[config.mk]
export PLATFORM = sky130hd
export DESIGN_NAME = dm_lsu_flat
export DESIGN_NICKNAME = d
export VERILOG_FILES = /design/src/rtl/dm_lsu_pkg.sv /design/src/rtl/dm_lsu_if.sv /design/src/rtl/dm_lsu_load_align.sv /design/src/rtl/dm_lsu.sv /design/src/flat_wrapper.sv
export SDC_FILE = /design/constraint.sdc
export NUM_CORES = 1
export LEC_CHECK = 0
export ABC_AREA = 1
export CORE_UTILIZATION = 30
export CTS_CLUSTER_SIZE = 28
export DETAILED_ROUTE_END_ITERATION = 16
export SKIP_CTS_REPAIR_TIMING = 1
export SYNTH_ARGS = -nofsm -noshare
export SYNTH_HDL_FRONTEND = slang
export SYNTH_SLANG_ARGS = --single-unit
[constraint.sdc]
create_clock -name clk -period 4.2 [get_ports clk]
set_input_delay 0.84 -clock clk [delete_from_list [all_inputs] [get_ports clk]]
set_output_delay 0.84 -clock clk [all_outputs]
set_load 0.01 [all_outputs]
[src/rtl/dm_lsu_pkg.sv]
// lsu_pkg: shared definitions for the dm_lsu load/store unit.
//   - RV32I load/store funct3 encodings
//   - FSM state enum
//   - helpers: active-low byte-lane write mask, store-data replication,
//     request error check
package lsu_pkg;

    localparam logic [2:0] F3_B  = 3'b000;
    localparam logic [2:0] F3_H  = 3'b001;
    localparam logic [2:0] F3_W  = 3'b010;
    localparam logic [2:0] F3_BU = 3'b100;
    localparam logic [2:0] F3_HU = 3'b101;

    typedef enum logic [1:0] {
        IDLE      = 2'd0,
        ACCESS    = 2'd1,
        LOAD_DATA = 2'd2
    } lsu_state_e;

    // Active-low bit-write mask: 0 marks the bits that get written.
    function automatic logic [31:0] lsu_lane_mask(input logic [2:0] f3,
                                                  input logic [1:0] lo);
        logic [31:0] mask;
        case (f3)
            F3_B:    mask = ~(32'h0000_00FF << {lo, 3'b000});
            F3_H:    mask = ~(32'h0000_FFFF << {lo[1], 4'b0000});
            F3_W:    mask = 32'h0000_0000;
            default: mask = 32'hFFFF_FFFF;
        endcase
        return mask;
    endfunction

    // Right-justified store data copied into every lane it could land in.
    function automatic logic [31:0] lsu_store_data(input logic [2:0]  f3,
                                                   input logic [31:0] d);
        logic [31:0] r;
        case (f3)
            F3_B:    r = {4{d[7:0]}};
            F3_H:    r = {2{d[15:0]}};
            default: r = d;
        endcase
        return r;
    endfunction

    // Misaligned access or funct3 that is illegal for the direction.
    function automatic logic lsu_is_err(input logic       we,
                                        input logic [2:0] f3,
                                        input logic [1:0] lo);
        logic err;
        case (f3)
            F3_B:    err = 1'b0;
            F3_H:    err = lo[0];
            F3_W:    err = (lo != 2'b00);
            F3_BU:   err = we;
            F3_HU:   err = we | lo[0];
            default: err = 1'b1;
        endcase
        return err;
    endfunction

endpackage

[src/rtl/dm_lsu_if.sv]
// Bus interfaces for dm_lsu.
//   dm_lsu_if      : CPU request/response channel.
//                    master = CPU, slave = LSU.
//   dm_lsu_sram_if : data-memory SRAM port (all strobes active low).
//                    master = LSU, slave = SRAM wrapper.
interface dm_lsu_if;
    logic        req_valid;
    logic        req_ready;
    logic        req_we;
    logic [2:0]  req_funct3;
    logic [31:0] req_addr;
    logic [31:0] req_wdata;
    logic        rsp_valid;
    logic [31:0] rsp_rdata;
    logic        rsp_err;

    modport master (
        output req_valid, req_we, req_funct3, req_addr, req_wdata,
        input  req_ready, rsp_valid, rsp_rdata, rsp_err
    );

    modport slave (
        input  req_valid, req_we, req_funct3, req_addr, req_wdata,
        output req_ready, rsp_valid, rsp_rdata, rsp_err
    );
endinterface

interface dm_lsu_sram_if #(parameter int ADDR_W = 14);
    logic              sram_ceb;
    logic              sram_web;
    logic [31:0]       sram_bweb;
    logic [ADDR_W-1:0] sram_a;
    logic [31:0]       sram_di;
    logic [31:0]       sram_do;

    modport master (
        output sram_ceb, sram_web, sram_bweb, sram_a, sram_di,
        input  sram_do
    );

    modport slave (
        input  sram_ceb, sram_web, sram_bweb, sram_a, sram_di,
        output sram_do
    );
endinterface

[src/rtl/dm_lsu_load_align.sv]
// lsu_load_align: combinational load-data extraction.
//   i_word    : 32-bit word read from memory
//   i_addr_lo : byte offset within the word
//   i_funct3  : load funct3 (B, H, W, BU, HU)
//   o_result  : selected lane, sign- or zero-extended
// Kept free of state so the CPU forwarding path can reuse it.
module lsu_load_align
    import lsu_pkg::*;
(
    input  logic [31:0] i_word,
    input  logic [1:0]  i_addr_lo,
    input  logic [2:0]  i_funct3,
    output logic [31:0] o_result
);

    logic [7:0]  w_byte;
    logic [15:0] w_half;

    assign w_byte = i_word[{i_addr_lo, 3'b000} +: 8];
    assign w_half = i_addr_lo[1] ? i_word[31:16] : i_word[15:0];

    always_comb begin
        o_result = i_word;
        case (i_funct3)
            F3_B:    o_result = {{24{w_byte[7]}}, w_byte};
            F3_BU:   o_result = {24'h00_0000, w_byte};
            F3_H:    o_result = {{16{w_half[15]}}, w_half};
            F3_HU:   o_result = {16'h0000, w_half};
            default: o_result = i_word;
        endcase
    end

endmodule

[src/rtl/dm_lsu.sv]
// dm_lsu: load/store unit between the CPU memory stage and the data SRAM.
//   clk  : clock, rising edge
//   rst  : synchronous, active-high reset
//   cpu  : request/response channel (dm_lsu_if.slave)
//   sram : SRAM port (dm_lsu_sram_if.master), driven only in ACCESS
// One request per handshake. Errors answer in the cycle after accept,
// stores two cycles after, loads three cycles after.
//
// State     | meaning
// IDLE      | ready for a request; error responses issued from here
// ACCESS    | SRAM enabled from the request registers (read or write)
// LOAD_DATA | sram_do valid; aligned load result captured
module dm_lsu
    import lsu_pkg::*;
#(
    parameter int ADDR_W = 14,
    parameter int DATA_W = 32
) (
    input  logic          clk,
    input  logic          rst,
    dm_lsu_if.slave       cpu,
    dm_lsu_sram_if.master sram
);

    lsu_state_e        r_state;
    lsu_state_e        w_state_nxt;

    logic              r_we;
    logic [2:0]        r_funct3;
    logic [ADDR_W+1:0] r_addr;
    logic [DATA_W-1:0] r_wdata;

    logic              r_rsp_valid;
    logic [DATA_W-1:0] r_rsp_rdata;
    logic              r_rsp_err;

    logic              w_accept;
    logic              w_req_err;
    logic [DATA_W-1:0] w_load_result;
    logic              w_unused_addr;

    // Upper address bits wrap away by design.
    assign w_unused_addr = ^cpu.req_addr[31:ADDR_W+2];

    assign w_accept  = cpu.req_valid & cpu.req_ready;
    assign w_req_err = lsu_is_err(cpu.req_we, cpu.req_funct3, cpu.req_addr[1:0]);

    assign cpu.rsp_valid = r_rsp_valid;
    assign cpu.rsp_rdata = r_rsp_rdata;
    assign cpu.rsp_err   = r_rsp_err;

    lsu_load_align u_load_align (
        .i_word    (sram.sram_do),
        .i_addr_lo (r_addr[1:0]),
        .i_funct3  (r_funct3),
        .o_result  (w_load_result)
    );

    always_ff @(posedge clk) begin
        if (rst) begin
            r_state <= IDLE;
        end else begin
            r_state <= w_state_nxt;
        end
    end

    always_comb begin
        w_state_nxt    = r_state;
        cpu.req_ready  = 1'b0;
        sram.sram_ceb  = 1'b1;
        sram.sram_web  = 1'b1;
        sram.sram_bweb = 32'hFFFF_FFFF;
        sram.sram_a    = '0;
        sram.sram_di   = 32'h0000_0000;
        case (r_state)
            IDLE: begin
                cpu.req_ready = 1'b1;
                if (cpu.req_valid && !w_req_err) begin
                    w_state_nxt = ACCESS;
                end
            end
            ACCESS: begin
                // The SRAM samples on the same edge that applies reset, so
                // the strobes must already be gated in the reset cycle.
                if (!rst) begin
                    sram.sram_ceb = 1'b0;
                    sram.sram_web = ~r_we;
                    sram.sram_a   = r_addr[ADDR_W+1:2];
                    if (r_we) begin
                        sram.sram_bweb = lsu_lane_mask(r_funct3, r_addr[1:0]);
                        sram.sram_di   = lsu_store_data(r_funct3, r_wdata);
                    end
                end
                w_state_nxt = r_we ? IDLE : LOAD_DATA;
            end
            LOAD_DATA: begin
                w_state_nxt = IDLE;
            end
            default: begin
                w_state_nxt = IDLE;
            end
        endcase
    end

    always_ff @(posedge clk) begin
        if (rst) begin
            r_we        <= 1'b0;
            r_funct3    <= 3'b000;
            r_addr      <= '0;
            r_wdata     <= '0;
            r_rsp_valid <= 1'b0;
            r_rsp_rdata <= '0;
            r_rsp_err   <= 1'b0;
        end else begin
            r_rsp_valid <= 1'b0;
            case (r_state)
                IDLE: begin
                    if (w_accept) begin
                        r_we     <= cpu.req_we;
                        r_funct3 <= cpu.req_funct3;
                        r_addr   <= cpu.req_addr[ADDR_W+1:0];
                        r_wdata  <= cpu.req_wdata;
                        if (w_req_err) begin
                            r_rsp_valid <= 1'b1;
                            r_rsp_err   <= 1'b1;
                            r_rsp_rdata <= '0;
                        end
                    end
                end
                ACCESS: begin
                    if (r_we) begin
                        r_rsp_valid <= 1'b1;
                        r_rsp_err   <= 1'b0;
                        r_rsp_rdata <= '0;
                    end
                end
                LOAD_DATA: begin
                    r_rsp_valid <= 1'b1;
                    r_rsp_err   <= 1'b0;
                    r_rsp_rdata <= w_load_result;
                end
                default: begin
                    r_rsp_valid <= 1'b0;
                end
            endcase
        end
    end

endmodule

[src/flat_wrapper.sv]
// flat-port wrapper written by rule: the top's interface ports become plain ports
module dm_lsu_flat import lsu_pkg::*;
#(
    parameter int ADDR_W = 14,
    parameter int DATA_W = 32
)
  (clk, rst, cpu_req_valid, cpu_req_we, cpu_req_funct3, cpu_req_addr, cpu_req_wdata, cpu_req_ready, cpu_rsp_valid, cpu_rsp_rdata, cpu_rsp_err, sram_sram_ceb, sram_sram_web, sram_sram_bweb, sram_sram_a, sram_sram_di, sram_sram_do);
  dm_lsu_if cpu_i ();
  dm_lsu_sram_if #(.ADDR_W(ADDR_W)) sram_i ();
  input  logic clk;
  input  logic rst;
  input wire logic [$bits(cpu_i.req_valid)-1:0] cpu_req_valid;
  input wire logic [$bits(cpu_i.req_we)-1:0] cpu_req_we;
  input wire logic [$bits(cpu_i.req_funct3)-1:0] cpu_req_funct3;
  input wire logic [$bits(cpu_i.req_addr)-1:0] cpu_req_addr;
  input wire logic [$bits(cpu_i.req_wdata)-1:0] cpu_req_wdata;
  output wire logic [$bits(cpu_i.req_ready)-1:0] cpu_req_ready;
  output wire logic [$bits(cpu_i.rsp_valid)-1:0] cpu_rsp_valid;
  output wire logic [$bits(cpu_i.rsp_rdata)-1:0] cpu_rsp_rdata;
  output wire logic [$bits(cpu_i.rsp_err)-1:0] cpu_rsp_err;
  output wire logic [$bits(sram_i.sram_ceb)-1:0] sram_sram_ceb;
  output wire logic [$bits(sram_i.sram_web)-1:0] sram_sram_web;
  output wire logic [$bits(sram_i.sram_bweb)-1:0] sram_sram_bweb;
  output wire logic [$bits(sram_i.sram_a)-1:0] sram_sram_a;
  output wire logic [$bits(sram_i.sram_di)-1:0] sram_sram_di;
  input wire logic [$bits(sram_i.sram_do)-1:0] sram_sram_do;
  assign cpu_i.req_valid = cpu_req_valid;
  assign cpu_i.req_we = cpu_req_we;
  assign cpu_i.req_funct3 = cpu_req_funct3;
  assign cpu_i.req_addr = cpu_req_addr;
  assign cpu_i.req_wdata = cpu_req_wdata;
  assign cpu_req_ready = cpu_i.req_ready;
  assign cpu_rsp_valid = cpu_i.rsp_valid;
  assign cpu_rsp_rdata = cpu_i.rsp_rdata;
  assign cpu_rsp_err = cpu_i.rsp_err;
  assign sram_sram_ceb = sram_i.sram_ceb;
  assign sram_sram_web = sram_i.sram_web;
  assign sram_sram_bweb = sram_i.sram_bweb;
  assign sram_sram_a = sram_i.sram_a;
  assign sram_sram_di = sram_i.sram_di;
  assign sram_i.sram_do = sram_sram_do;
  dm_lsu #(.ADDR_W(ADDR_W), .DATA_W(DATA_W)) u_core (.clk(clk), .rst(rst), .cpu(cpu_i), .sram(sram_i));
endmodule
Word-level counts from Yosys, hierarchy flattened
Cells that the tools add are included.
- reductions and logical operators: 9
- shift operators: 3
- multiplexer cells: 33
- eq/ne operators: 14
- bitwise operators: 5
- operators by type and width (operator ; count):
    $mux W32 ; 9
    $pmux W32 S3 ; 2
    $pmux W32 S4 ; 1
    $not A32 Y32 ; 2
    $pmux W32 S2 ; 1
    $shiftx A32 B6 Y8 ; 1
    $shl A16 B5 Y32 const A ; 1
    $shl A8 B5 Y32 const A ; 1
    $mux W14 ; 2
    $mux W16 ; 1
    $eq A3 B3 Y1 const B ; 4
    $mux W1 ; 11
    $ne A2 B1 Y1 const B ; 4
    $eq A3 B1 Y1 const B ; 2
    $eq A3 B2 Y1 const B ; 2
    $logic_not A3 Y1 ; 2
    $pmux W1 S3 ; 2
    $pmux W1 S5 ; 1
    $mux W2 ; 2
    $pmux W2 S2 ; 1
    $reduce_and A4 Y1 ; 1
    $reduce_bool A3 Y1 ; 1
    $eq A2 B1 Y1 const B ; 1
    $eq A2 B2 Y1 const B ; 1
    8 further kinds ; 8
- output and inout port bits: 115
- input port bits: 103
- register bits after elaboration: 88
- word-level logic and storage cells: 72

Longest topological paths before layout
- word-level depth: 6
- mapped depth: 11
- mapped depth without buffers: 9

Hierarchy
From an unflattened synthesis, not the netlist that was laid out.
- cell total of the unflattened synthesis: 787
- area, all modules: 5071.1 µm²
- modules (own cells, without submodules) (module ; cells an instance ; instances ; sequential area each (µm²) ; area each (µm²)):
    dm_lsu ; 628 ; 1 ; 1761.7 ; 4259.1
    lsu_load_align ; 159 ; 1 ; 0.0 ; 812.0

Worst setup path after synthesis
OpenSTA, ideal clock, no wires.
- path type: input-to-output
- start: in rst
- end: out sram_sram_bweb[10]
- path buffers: 1
- data required time: 3.360 ns
- path slack: 1.418 ns
- arrival time: 1.942 ns
- cell stages on the path: 5
- cells stage by stage: nor2_2 -> inv_2 -> a211oi_2 -> nand3_1 -> buf_4
- longest elaborated chain between the ends: 2
- RTL lines (what ; RTL line ; source):
    start: declaration ; flat_wrapper.sv:11 ; input logic rst;
    $mux W32 ; dm_lsu.sv:85 ; if (!rst) begin
    $mux W32 ; dm_lsu.sv:75 ; case (r_state)
    end: declaration ; flat_wrapper.sv:23 ; output wire logic [$bits(sram_i.sram_bweb)-1:0] sram_sram_bweb;
Every way passes these cells.

Final worst setup path
- start: in rst
- end: out sram_sram_bweb[6]
The elaborated chain is that of the path after synthesis.

==> reports/qor.log <==
INFO  final_layout   final_util=44.8%
INFO  final_layout   register_area=1760squm
INFO  synthesis      postSynthRegisterBits=88
INFO  floorplan      die_span_in_x=131um
INFO  final_layout   num-nets-final=1024
INFO  synthesis      syn-instance-count=772
INFO  sta            hold_viol=0
INFO  synthesis      postSynthNetCount=880
INFO  sta            rsz0062_at_grt=false
INFO  sta            maxSlewHeadroom=46.4%
INFO  global_route   globalRoute.totalOverflow=0
INFO  worst_setup_path worst-setup-path-type=in2out
INFO  drt            drt_pre_antenna_iters=5
INFO  global_route   grt_pass1_vias=4649
INFO  worst_setup_path critical_path_peak_fanout=10
INFO  pwr            power.density=458nW/um^2
INFO  clock_tree     cts_inserted_buffers=9
INFO  synthesis      top_area_cell_type_share_of_the_netlist_area=35.5%
INFO  sta            finalWorstPathRequiredPeriod=3.76ns
INFO  worst_setup_path r2r_cells=7
INFO  floorplan      fp.coreArea=16000squm
INFO  placement      hpwl=11000um
INFO  clock_tree     cts_max_level=3
INFO  worst_hold_path min_path_cells=2
INFO  worst_hold_path hold_class=reg2reg
INFO  global_route   initial_antenna_violation_count=0
INFO  synthesis      synth-warning-count=0
INFO  final_layout   finish.instance_area=7170squm
INFO  final_layout   post_route_cells_drive_above_1_share=5.65%
INFO  drt            antenna_left=0
INFO  floorplan      die-area=17000squm
INFO  floorplan      die_h=131um
INFO  clock_tree     clk_latency=0.36ns
INFO  final_layout   ant_cells=0
INFO  pwr            peakVddDrop=0.203mV
INFO  placement      numPortBuffers=201
INFO  synthesis      largest_area_contributor_in_the_netlist=dfxtp_1
INFO  flow_run       max_cap_violations=0
INFO  synthesis      sequential_share_of_the_synthesized_area=35.5%
INFO  worst_setup_path worstPathRequired=3.36ns
INFO  final_layout   multi_input_comb_area=2440squm
INFO  synthesis      synth_edf_count=0
INFO  clock_tree     cts_tree=yes
INFO  synthesis      syn-mean-instance-area=6.42squm
INFO  placement      placed_cell_area=6830squm
INFO  global_route   grt_use_total=18.3%
INFO  global_route   grt_pass1_wl=24000um
INFO  status         run_status=completed
INFO  worst_setup_path worstSetupStartpointType=input port
INFO  clock_tree     cts-root-buf=clkbuf_16
INFO  worst_setup_path rr_endpoint=u_core.cpu.rsp_rdata[30]
INFO  synthesis      yosys.cell_types.count=29
INFO  synthesis      dominantRegCellSynth=dfxtp_1
INFO  sta            totalNegativeSetupSlack=0ns
INFO  drt            first_iter_violations=321
INFO  floorplan      initial_utilization=31.0%
INFO  sta            timing.final.crit_share=89.4%
INFO  sta            post-route-worst-setup-slack=0.444ns
INFO  sta            timing.final.max_slew_violations=0
INFO  drt            wl_met1=6840um
INFO  global_route   maximum_number_of_pins_on_one_net_before_global_route_repair=86
INFO  drt            met2_length=7140um
INFO  synthesis      ys_async_sr_fraction=0%
INFO  placement      place.gp.congestion=0.819
INFO  clock_tree     clkSlewWorstSetupHoldPaths=0.06ns
INFO  floorplan      ios=218
INFO  drt            via_per_inst=4.56
INFO  drt            met3WireLength=1500um
INFO  drt            routed_wl=15700um
INFO  worst_setup_path critical_r2r_launch=u_core.r_addr[1]
INFO  drt            routedWlPerCell=13.8um
INFO  sta            fmax=0.266GHz
INFO  worst_setup_path worst-r2r-setup-slack=2.10ns
INFO  worst_hold_path timing.hold.worst.start=u_core.r_addr[4]
INFO  placement      dpl_worst_slack=0.373ns
INFO  sta            fin_hold_ws=0.454ns
INFO  sta            setup_viol_count_final=0
INFO  synthesis      post_syn_area=4960squm
INFO  drt            remaining_drc_errors=0
INFO  clock_tree     cts_max_path_buffers=2
INFO  final_layout   num-fill-cells=1732
INFO  floorplan      num_rows=46
INFO  sta            worst_clock_skew=0.0127ns
INFO  sta            tightestPinTransition=0.804ns
INFO  worst_setup_path cp.arrival=2.92ns
INFO  worst_hold_path hold_critical_path_endpoint=u_core.r_addr[4]
INFO  drt            vias=5182
INFO  worst_setup_path critical_path.endpoint_type=output port
INFO  clock_tree     cts.sink_count=88
INFO  final_layout   syn2layout_area_growth=44.6%
INFO  drt            route.top_layer_used=met4
INFO  synthesis      synth_top_cells_by_area=dfxtp_1, nor2_1, nand2_1
INFO  pwr            leakagePower=3.02nW
## layout by cell type (no fill, tap or decap), drive strengths merged
master	synthesis	final
a211oi	2	2
a21oi	77	77
buf	52	7
bufinv	0	2
clkbuf	23	12
clkdlybuf4s50	0	201
clkinv	1	2
dfxtp	88	88
ha	5	5
inv	77	78
nand2	142	142
nand3	28	28
nand4	1	1
nor2	183	183
o211ai	6	6
o21ai	76	76
o221ai	8	8
o22ai	2	2
or2	1	1
## cell usage after synthesis, types with 2 or more instances
cell,instances
nor2_1,179
nand2_1,136
dfxtp_1,88
o21ai_0,76
inv_1,73
a21oi_1,67
buf_4,34
nand3_1,27
clkbuf_1,22
buf_2,13
a21oi_2,10
o221ai_1,8
o211ai_1,6
ha_1,5
buf_6,4
inv_2,4
nand2_2,3
nand2_4,3
nor2_2,3
o22ai_1,2
## sequential cells by signal, indices dropped and copies added, names as in the netlist
register and count:
u_core.cpu.rsp_rdata 32, u_core.r_wdata 32, u_core.r_addr 16, u_core.r_funct3 3, u_core.r_state 2, u_core.cpu.rsp_err 1, u_core.cpu.rsp_valid 1, u_core.r_we 1
## per-stage QoR
step	power, mW	instances
2_1_floorplan	1.95	772
3_3_place_gp	2.38	1121
3_5_place_dp	2.39	1121
4_1_cts	3.32	1137
5_1_grt	3.51	1137
6_report	3.28	1137
## cell type report
class / count / area share (%)
clock inverters: 4 / 1.03
flip-flops and latches: 88 / 24.6
multi-input cells: 531 / 34.0
clock buffers: 12 / 3.72
well taps: 216 / 3.77
repair buffers: 208 / 28.8
inverters: 78 / 4.08
## worst max-delay path: stages
cell and delay (ns):
clkdlybuf4s50_1 0.53, nor2_2 0.21, inv_2 0.14, a211oi_2 0.27, nand3_1 0.33, clkdlybuf4s50_1 0.60
## per-layer routing
layer | up-vias | global-route usage (%)
li1 | 2698 | -
met1 | 2294 | 22.1
met2 | 173 | 29.8
met3 | 17 | 6.72
met4 | 0 | 6.63
met5 | - | 0
## cells by family (layout without fill, tap and decap cells)
| kind of cell | count (synthesis) | in the layout | synth area share [%] |
|---|---|---|---|
| AO/OA/AOI/OAI | 171 | 171 | 19.2 |
| AND/OR/NAND/NOR | 355 | 355 | 28.7 |
| flip-flops | 88 | 88 | 35.5 |
| buffers and inverters | 153 | 302 | 15.3 |
| adder cells (fa/ha/maj) | 5 | 5 | 1.26 |
## power breakdown
group,internal [mW],switching [mW],total (mW)
Sequential,1.01,0.0976,1.11
Clock,0.571,0.350,0.922
Combinational,0.522,0.730,1.25
Total,2.10,1.18,3.28
## worst max path at each step
stage          cells past startpoint  start                 end
6_report                           6    rst   sram_sram_bweb[6]
5_1_grt                            6    rst   sram_sram_bweb[6]
4_1_cts                            6    rst   sram_sram_bweb[6]
3_5_place_dp                       6    rst   sram_sram_bweb[6]
3_3_place_gp                       6    rst   sram_sram_bweb[6]
2_1_floorplan                      5    rst  sram_sram_bweb[10]
(Power assumes the default switching activity.)
